===== config.mk =====
export PLATFORM = sky130hd
export DESIGN_NAME = fifo_drain_ctrl
export DESIGN_NICKNAME = d
export VERILOG_FILES = /design/src/rtl/fifo_drain_ctrl.sv
export SDC_FILE = /design/constraint.sdc
export NUM_CORES = 1
export LEC_CHECK = 0
export CAP_MARGIN = 40
export CELL_PAD_IN_SITES_DETAIL_PLACEMENT = 1
export CELL_PAD_IN_SITES_GLOBAL_PLACEMENT = 2
export CORE_ASPECT_RATIO = 0.7
export CORE_MARGIN = 1.5
export CORE_UTILIZATION = 34
export CTS_CLUSTER_DIAMETER = 60
export DETAILED_ROUTE_END_ITERATION = 10
export PLACE_DENSITY = 0.83
export SLEW_MARGIN = 15
export SYNTH_ARGS = -nofsm -noshare
export SYNTH_HDL_FRONTEND = slang
export SYNTH_SLANG_ARGS = --single-unit

===== constraint.sdc =====
create_clock -name clk -period 2 [get_ports clk]
set_input_delay 0.2 -clock clk [delete_from_list [all_inputs] [get_ports clk]]
set_output_delay 0.2 -clock clk [all_outputs]
set_load 0.1 [all_outputs]

===== src/rtl/fifo_drain_ctrl.sv =====
// rtl/fifo_drain_ctrl.sv - read-side drain controller for the fifo block
//
// Purpose:
//   Pops words from the upstream FIFO whenever it is non-empty and local
//   space exists. Absorbs the FIFO's one-cycle read latency in a small
//   circular output buffer and re-presents the words on a valid/ready stream.
//   Keeps a sticky record of FIFO read errors.
//
// Optional feature macro: DRAIN_POP_COUNT_EN (adds pop_count port/counter).
//
// Ports:
//   clk            in   clock, all logic on posedge
//   reset          in   synchronous, active-high
//   drain_en       in   1 = allow reads from the FIFO
//   Fifo_empty     in   FIFO empty flag
//   Fifo_Data_out  in   FIFO read data, valid the cycle after Fifo_rd
//   Fifo_rd_error  in   FIFO read-underflow flag
//   ready_in       in   downstream accepts data_out this cycle
//   Fifo_rd        out  FIFO pop strobe
//   data_out       out  head of output buffer (0 when empty)
//   valid_out      out  data_out holds a word
//   idle           out  IDLE state, nothing in flight, buffer empty
//   rd_err_sticky  out  sticky record of Fifo_rd_error
//   pop_count      out  words accepted downstream (DRAIN_POP_COUNT_EN only)

module fifo_drain_ctrl #(
  parameter int BITNUMBER = 8,
  parameter int BUF_DEPTH = 2,
  parameter int CNT_W     = 16
) (
  input  logic                 clk,
  input  logic                 reset,
  input  logic                 drain_en,
  input  logic                 Fifo_empty,
  input  logic [BITNUMBER-1:0] Fifo_Data_out,
  input  logic                 Fifo_rd_error,
  input  logic                 ready_in,
  output logic                 Fifo_rd,
  output logic [BITNUMBER-1:0] data_out,
  output logic                 valid_out,
  output logic                 idle,
  output logic                 rd_err_sticky
`ifdef DRAIN_POP_COUNT_EN
  ,
  output logic [CNT_W-1:0]     pop_count
`endif
);

  localparam logic [1:0] ST_IDLE = 2'd0;
  localparam logic [1:0] ST_RUN  = 2'd1;
  localparam logic [1:0] ST_STOP = 2'd2;

  localparam logic [1:0] LAST_PTR  = 2'(BUF_DEPTH - 1);
  localparam logic [3:0] DEPTH_CMP = 4'(BUF_DEPTH);

  if (BUF_DEPTH < 2 || BUF_DEPTH > 4 || CNT_W < 1) begin : g_bad_param
    $error("fifo_drain_ctrl: BUF_DEPTH must be 2..4 and CNT_W >= 1");
  end

  logic [1:0]           r_state;
  logic [1:0]           w_state_nxt;
  logic                 r_inflight;
  logic [2:0]           r_occ;
  logic [1:0]           r_wr_ptr;
  logic [1:0]           r_rd_ptr;
  logic                 r_rd_err;
  // Storage is sized for the largest legal depth; pointers wrap at BUF_DEPTH.
  logic [BITNUMBER-1:0] r_buf [0:3];

  logic                 w_valid;
  logic                 w_pop;
  logic [3:0]           w_occ_net;
  logic                 w_fifo_rd;

  function automatic logic [1:0] next_ptr(input logic [1:0] p);
    return (p == LAST_PTR) ? 2'd0 : p + 2'd1;
  endfunction

  assign w_valid = (r_occ != 3'd0);
  assign w_pop   = w_valid && ready_in;

  // Space check counts the word already in flight and credits a word leaving
  // this cycle, so a full buffer being drained still pops every cycle.
  assign w_occ_net = {1'b0, r_occ} + {3'b000, r_inflight} - {3'b000, w_pop};
  assign w_fifo_rd = (r_state == ST_RUN) && !Fifo_empty && (w_occ_net < DEPTH_CMP);

  always_comb begin
    w_state_nxt = r_state;
    case (r_state)
      ST_IDLE: if (drain_en) w_state_nxt = ST_RUN;
      ST_RUN:  if (!drain_en) w_state_nxt = ST_STOP;
      ST_STOP: begin
        if (drain_en) begin
          w_state_nxt = ST_RUN;
        end else if (!r_inflight && r_occ == 3'd0) begin
          w_state_nxt = ST_IDLE;
        end
      end
      default: w_state_nxt = ST_IDLE;
    endcase
  end

  always_ff @(posedge clk) begin
    if (reset) begin
      r_state    <= ST_IDLE;
      r_inflight <= 1'b0;
      r_occ      <= 3'd0;
      r_wr_ptr   <= 2'd0;
      r_rd_ptr   <= 2'd0;
      r_rd_err   <= 1'b0;
    end else begin
      r_state    <= w_state_nxt;
      r_inflight <= w_fifo_rd;
      if (r_inflight) r_wr_ptr <= next_ptr(r_wr_ptr);
      if (w_pop)      r_rd_ptr <= next_ptr(r_rd_ptr);
      r_occ <= r_occ + {2'b00, r_inflight} - {2'b00, w_pop};
      if (Fifo_rd_error) r_rd_err <= 1'b1;
    end
  end

  // Data path needs no reset: only entries covered by r_occ are ever shown.
  // A read in flight at reset is dropped because r_inflight clears.
  always_ff @(posedge clk) begin
    if (!reset && r_inflight) begin
      r_buf[r_wr_ptr] <= Fifo_Data_out;
    end
  end

  assign Fifo_rd       = w_fifo_rd;
  assign valid_out     = w_valid;
  assign data_out      = w_valid ? r_buf[r_rd_ptr] : '0;
  assign idle          = (r_state == ST_IDLE) && !r_inflight && (r_occ == 3'd0);
  assign rd_err_sticky = r_rd_err;

`ifdef DRAIN_POP_COUNT_EN
  logic [CNT_W-1:0] r_pop_count;

  always_ff @(posedge clk) begin
    if (reset) begin
      r_pop_count <= '0;
    end else if (w_pop) begin
      r_pop_count <= r_pop_count + 1'b1;
    end
  end

  assign pop_count = r_pop_count;
`endif

endmodule


Yosys cells after proc, flatten, opt, wreduce, memory -nomap -nowiden. Memories as Yosys holds them, arrays and structs flattened. A register that Yosys moved wholly into a read port is not among the register bits. Index checks and enable logic that the tools add are counted.

Output and inout port bits: 12. Register bits: 11. Memories: 1. Bits in writable memories: 32.

$add $sub $neg: 6. Reductions and logical operators: 14. Equal/unequal tests: 7. $lt $le $gt $ge: 1. Mux-type cells: 12.

Memory list: r_buf (words 4, bits a word 8, rd ports 1, clocked after Yosys merged registers in 1, write ports 1, RTL line 68) `logic [BITNUMBER-1:0] r_buf [0:3];`.

Operators by type and width (number): 2-bit 2-to-1 mux (8); 8-bit 2-to-1 mux (1); 1-bit logical AND (7); 2-bit by 1-bit == test with 1-bit output (second input constant) (3); 2-bit one-hot mux with 3 select lines (1); 2-bit by 1-bit adder with 2-bit output (second input constant) (2); 3-bit by 1-bit adder with 4-bit output (1); 4-bit by 2-bit < comparator with 1-bit output (second input constant) (1); 2-bit != test (second input constant) (2); 4-bit by 1-bit subtractor with 4-bit output (1); 3-bit by 1-bit adder with 3-bit output (1); 1-bit logical NOT (3); 3-bit logical NOT (1); 3-bit != test (second input constant) (1); 3-bit AND reduction (1); 3-bit nonzero test (1); 3-bit by 1-bit subtractor with 3-bit output (1); 2-bit == test (second input constant) (1); 2-bit logical NOT (1); 1-bit 2-to-1 mux (2).

Logic depth before layout (Yosys ltp).
Depth in word-level cells: 5. Mapped depth: 9. Depth with buffers taken out: 9.

Worst setup path after synthesis. No wires, ideal clock.

Path kind: reg-to-output. Start point: register r_occ[1]. End point: output port Fifo_rd. Buffers on the path: 0. Cell stages (with the launch flop): 10. Data required time: 1.800 ns. Data arrival time: 3.140 ns. Path slack: -1.340 ns. Cell sequence: dfxtp_1 > or3_4 > nand3_1 > o21ai_0 > ha_1 > inv_1 > fa_1 > nor4bb_1 > o311ai_0 > nor2_1.

Word-level cells in the longest chain between the ends: 5. Elaborated cells between the ends (all ways): 6. Those cells by class: add/sub (2); order compare (1); reduce/logical (3).

RTL lines: start: declaration (RTL line 63) `logic [2:0] r_occ;`; start signal: assignment (RTL line 116) `r_occ <= r_occ + {2'b00, r_inflight} - {2'b00, w_pop};`; parallel branches: the longest is 2 deep, another holds 3-bit by 1-bit adder with 4-bit output; 4-bit by 1-bit subtractor with 4-bit output (*) (RTL line 84) `assign w_occ_net = {1'b0, r_occ} + {3'b000, r_inflight} - {3'b000, w_pop};`; 4-bit by 2-bit < comparator with 1-bit output (*) (RTL line 85) `assign w_fifo_rd = (r_state == ST_RUN) && !Fifo_empty && (w_occ_net < DEPTH_CMP);`; 1-bit logical AND (*) (RTL line 85); end: declaration (RTL line 38) `output logic Fifo_rd,`.

Every way passes the cells marked *.

Final worst setup path. Same ends and word-level chain as after synthesis.

==> summary.txt <==
Pwr
  • Maximum ir drop on the vdd rail: 0.000548 V
  • Combinational power share: 0.589
  • Cell Int Power: 0.00219 W
  • Sequential power share: 0.274
  • Switching share of total power: 0.453
  • Part of the power in the clock network: 0.136
  • Static Leak: approximately 0.86 nW
  • Total power divided by cell area: ~1600 nW/µm²
  • Switching component of the power: 0.00182 W

Finish
  • Fin nets: 174
  • Antenna Cells: 0
  • Proportion of layout cells with a drive suffix above 1: 0.414
  • Area taken by flip-flops and latches: 1220 µm²
  • Layout area overhead: 38.7%
  • Finished layout cell area: 2490 µm²
  • Multi-input combinational cell area: between 600 and 700 µm²
  • Filler Cells Inserted: 481

Timing
  • Fmax: 375 MHz
  • Count of final setup violators: 2
  • RSZ-0062 raised after global routing: yes
  • Setup TNS: -0.831 ns
  • Count of endpoints failing hold in the final timing report: 0
  • Clock period minus worst slack: between 2 and 3 ns
  • Final worst clock skew: 0.00582 ns
  • Fraction of the cycle the final worst path needs: 1.33
  • Setup slack of the critical path after layout: -0.669 ns
  • Headroom to the max-slew limit: 0.650
  • Slew Viols, Final: 0
  • Slew at the pin closest to its max-slew limit: 0.522 ns

Yosys
  • Post-Synthesis Cells: between 100 and 150
  • EDFF count, synth: 32
  • Count of yosys warnings during synthesis: 0
  • Largest cells by area after synthesis: edfxtp_1, dfxtp_1, mux4_2
  • Synth Register Bits: 45
  • Library cell with the highest instance count after synthesis: edfxtp_1
  • Cell types with the highest counts after synthesis: edfxtp_1, dfxtp_1, nor2_1
  • Fraction of the yosys area taken by sequential cells: 0.681
  • Area fraction of the dominant cell type after synthesis: 0.536
  • Mean post-synth cell area: 15.7 µm²
  • Top FF cell, synth: edfxtp_1
  • Total standard cell area after synthesis: 1790 µm²
  • Synth Net Count: 132
  • Post-synth top area cell: edfxtp_1
  • Proportion of register bits with asynchronous set or reset after synthesis: 0
  • Post-synth cell types: 27

Clock tree
  • Cell at the root of the clock tree: clkbuf_8
  • H-Tree Level Count: 2
  • TritonCTS Buffers: 5
  • Sinks on Clock Net: 45
  • Clock transition at the registers of the reported paths: 0.08 ns
  • Worst-Skew Late Latency: 0.30 ns
  • Clock tree from TritonCTS: done
  • Clock tree buffer depth: 2

Floorplan
  • Standard-cell row count: 21
  • Die area: 5720 µm²
  • Placeable core area: 4910 µm²
  • Number of placed I/O pins: 26
  • Effective utilization at floorplan: 0.365
  • Die width: 89.8 µm
  • Vert. Die Dim: 63.8 µm

Routing
  • DRC violations left: 0
  • Count of routing violations after the opening detailed-route iteration: 45
  • Length of the first detailed-routing pass in iterations: 4
  • Via-per-instance ratio: ~4.8
  • Total routed wirelength: 3700 µm
  • Detail Route Antenna Nets: 0
  • Drt wl/cell: 16.4 µm
  • DR vias: around 1100

Global route
  • Number of antenna violations at the first check in global routing: 0
  • First-pass GRT wire length: ~6000 µm
  • Largest net degree at the start of global routing: 15
  • Overall routing resource usage: 0.143
  • Number of global-route vias before repair: around 1200
  • Residual overflow from global routing: 0

Worst setup path
  • Critical path data arrival time: 2.47 ns
  • CP Max Fanout: 3
  • Required time of the critical path: roughly 1.8 ns
  • CP Capture Type: output pin
  • Classification of the worst setup path: reg2out
  • Reg2Reg Setup Slack: -0.16 ns
  • Startpoint type of the worst setup path: flip-flop

Outcome
  • Failing checks: negative setup slack
  • Result of the run: finished with violations

Placed design
  • RD Place Congestion: between 0.6 and 0.7
  • Placed cell areas: 2350 µm²
  • Port bufs: 25
  • Total half-perimeter wirelength after legalization and detailed placement: 2730 µm

Flow run
  • Number of max-cap violations: 0

Hold path
  • Path type of the worst min-delay path: in2reg
final cells by class:
cell class	count	share of cell area
flip-flops and latches	45	0.492
multi-input cells	58	0.246
repair buffers	39	0.182
well taps	69	0.0347
clock buffers	5	0.0277
inverters	7	0.0106
clock inverters	3	0.00704
timing repair:
action | 4_1_cts | 5_1_grt
hold buffers | 0 | 0
pin swaps | 5 | 5
resized for setup | 7 | 4
setup buffers | 2 | 0
endpoints found under the setup margin | 2 | 11
cloned | 0 | 0
state kept, by name (all words and copies together) (netlist names), named ones only:
signal,flops
r_rd_ptr,2
r_buf,32
rd_err_sticky,1
r_inflight,1
r_state,2
r_wr_ptr,2
r_occ,3
stage by stage:
stage                     total power, W  worst slack [ns]   util  hold WS, ns  instances
after global placement           0.00332            -0.546  0.478        0.426        216
after floorplan                  0.00262            -0.472      -        0.272        114
final                            0.00401            -0.669  0.506        0.452        226
after detailed placement         0.00341            -0.753  0.478        0.451        216
after global routing             0.00420            -0.805  0.506        0.479        226
after CTS                        0.00403            -0.708  0.504        0.447        226
worst max-delay path: stages (launching register included):
cell      delay [ns]
dfxtp_2         0.34
or3_4           0.41
nand3_4         0.09
inv_2           0.04
fa_1            0.52
nor4bb_4        0.26
o311ai_4        0.17
nor2_4          0.15
buf_12          0.18
routing by layer:
layer | vias up | GRT usage | routed length, µm | part of all wire
li1 | 510 | - | - | -
met1 | 557 | 0.169 | 1530 | 0.41
met2 | 15 | 0.251 | 2020 | 0.55
met3 | 8 | 0.0345 | 90 | 0.024
met4 | 0 | 0.0615 | 55 | 0.015
met5 | - | 0 | 0 | 0
layout by cell type, fill, tap and decap left out, types with 2 or more instances in the layout:
cell / synthesis / final
a21oi_1: 2 / 2
nand2b_1: 4 / 4
a211oi_1: 3 / 3
inv_2: 0 / 3
nor2_1: 10 / 9
dfxtp_2: 0 / 2
inv_1: 7 / 4
buf_4: 0 / 15
clkinv_2: 0 / 2
nor3_1: 3 / 2
a311oi_1: 2 / 2
ha_1: 3 / 2
clkdlybuf4s50_1: 0 / 12
buf_12: 0 / 10
mux4_2: 8 / 8
nor2b_1: 2 / 2
clkbuf_8: 0 / 5
edfxtp_1: 32 / 32
and2_2: 0 / 8
dfxtp_1: 13 / 11
power groups by stage:
stage | clock, W | sequential, W | combinational, W
floorplan | 0 | 0.00113 | 0.00149
global placement | 0 | 0.00111 | 0.00222
detailed placement | 0 | 0.00112 | 0.00229
CTS | 0.000563 | 0.00110 | 0.00237
global route | 0.000598 | 0.00111 | 0.00250
finish | 0.000547 | 0.00110 | 0.00237
final timing paths:
check	endpoint	cells after the start	startpoint
worst max register to register	r_inflight	10	r_occ[1]
worst min register to register	r_rd_ptr[1]	2	r_rd_ptr[1]
worst min-delay path	r_state[0]	3	drain_en
worst max-delay path	Fifo_rd	8	r_occ[1]
cell families (layout without fill, tap and decap cells):
kind of cell | count (synthesis) | after routing | share of synthesized area
compound gates | 12 | 12 | 0.0468
simple gates | 32 | 32 | 0.102
buf+inv | 11 | 54 | 0.0279
mux | 8 | 8 | 0.100
flops | 45 | 45 | 0.681
fa+ha+maj | 4 | 4 | 0.0321
xor+xnor | 2 | 2 | 0.00977
Note: power is estimated with default switching activity, not from simulation.
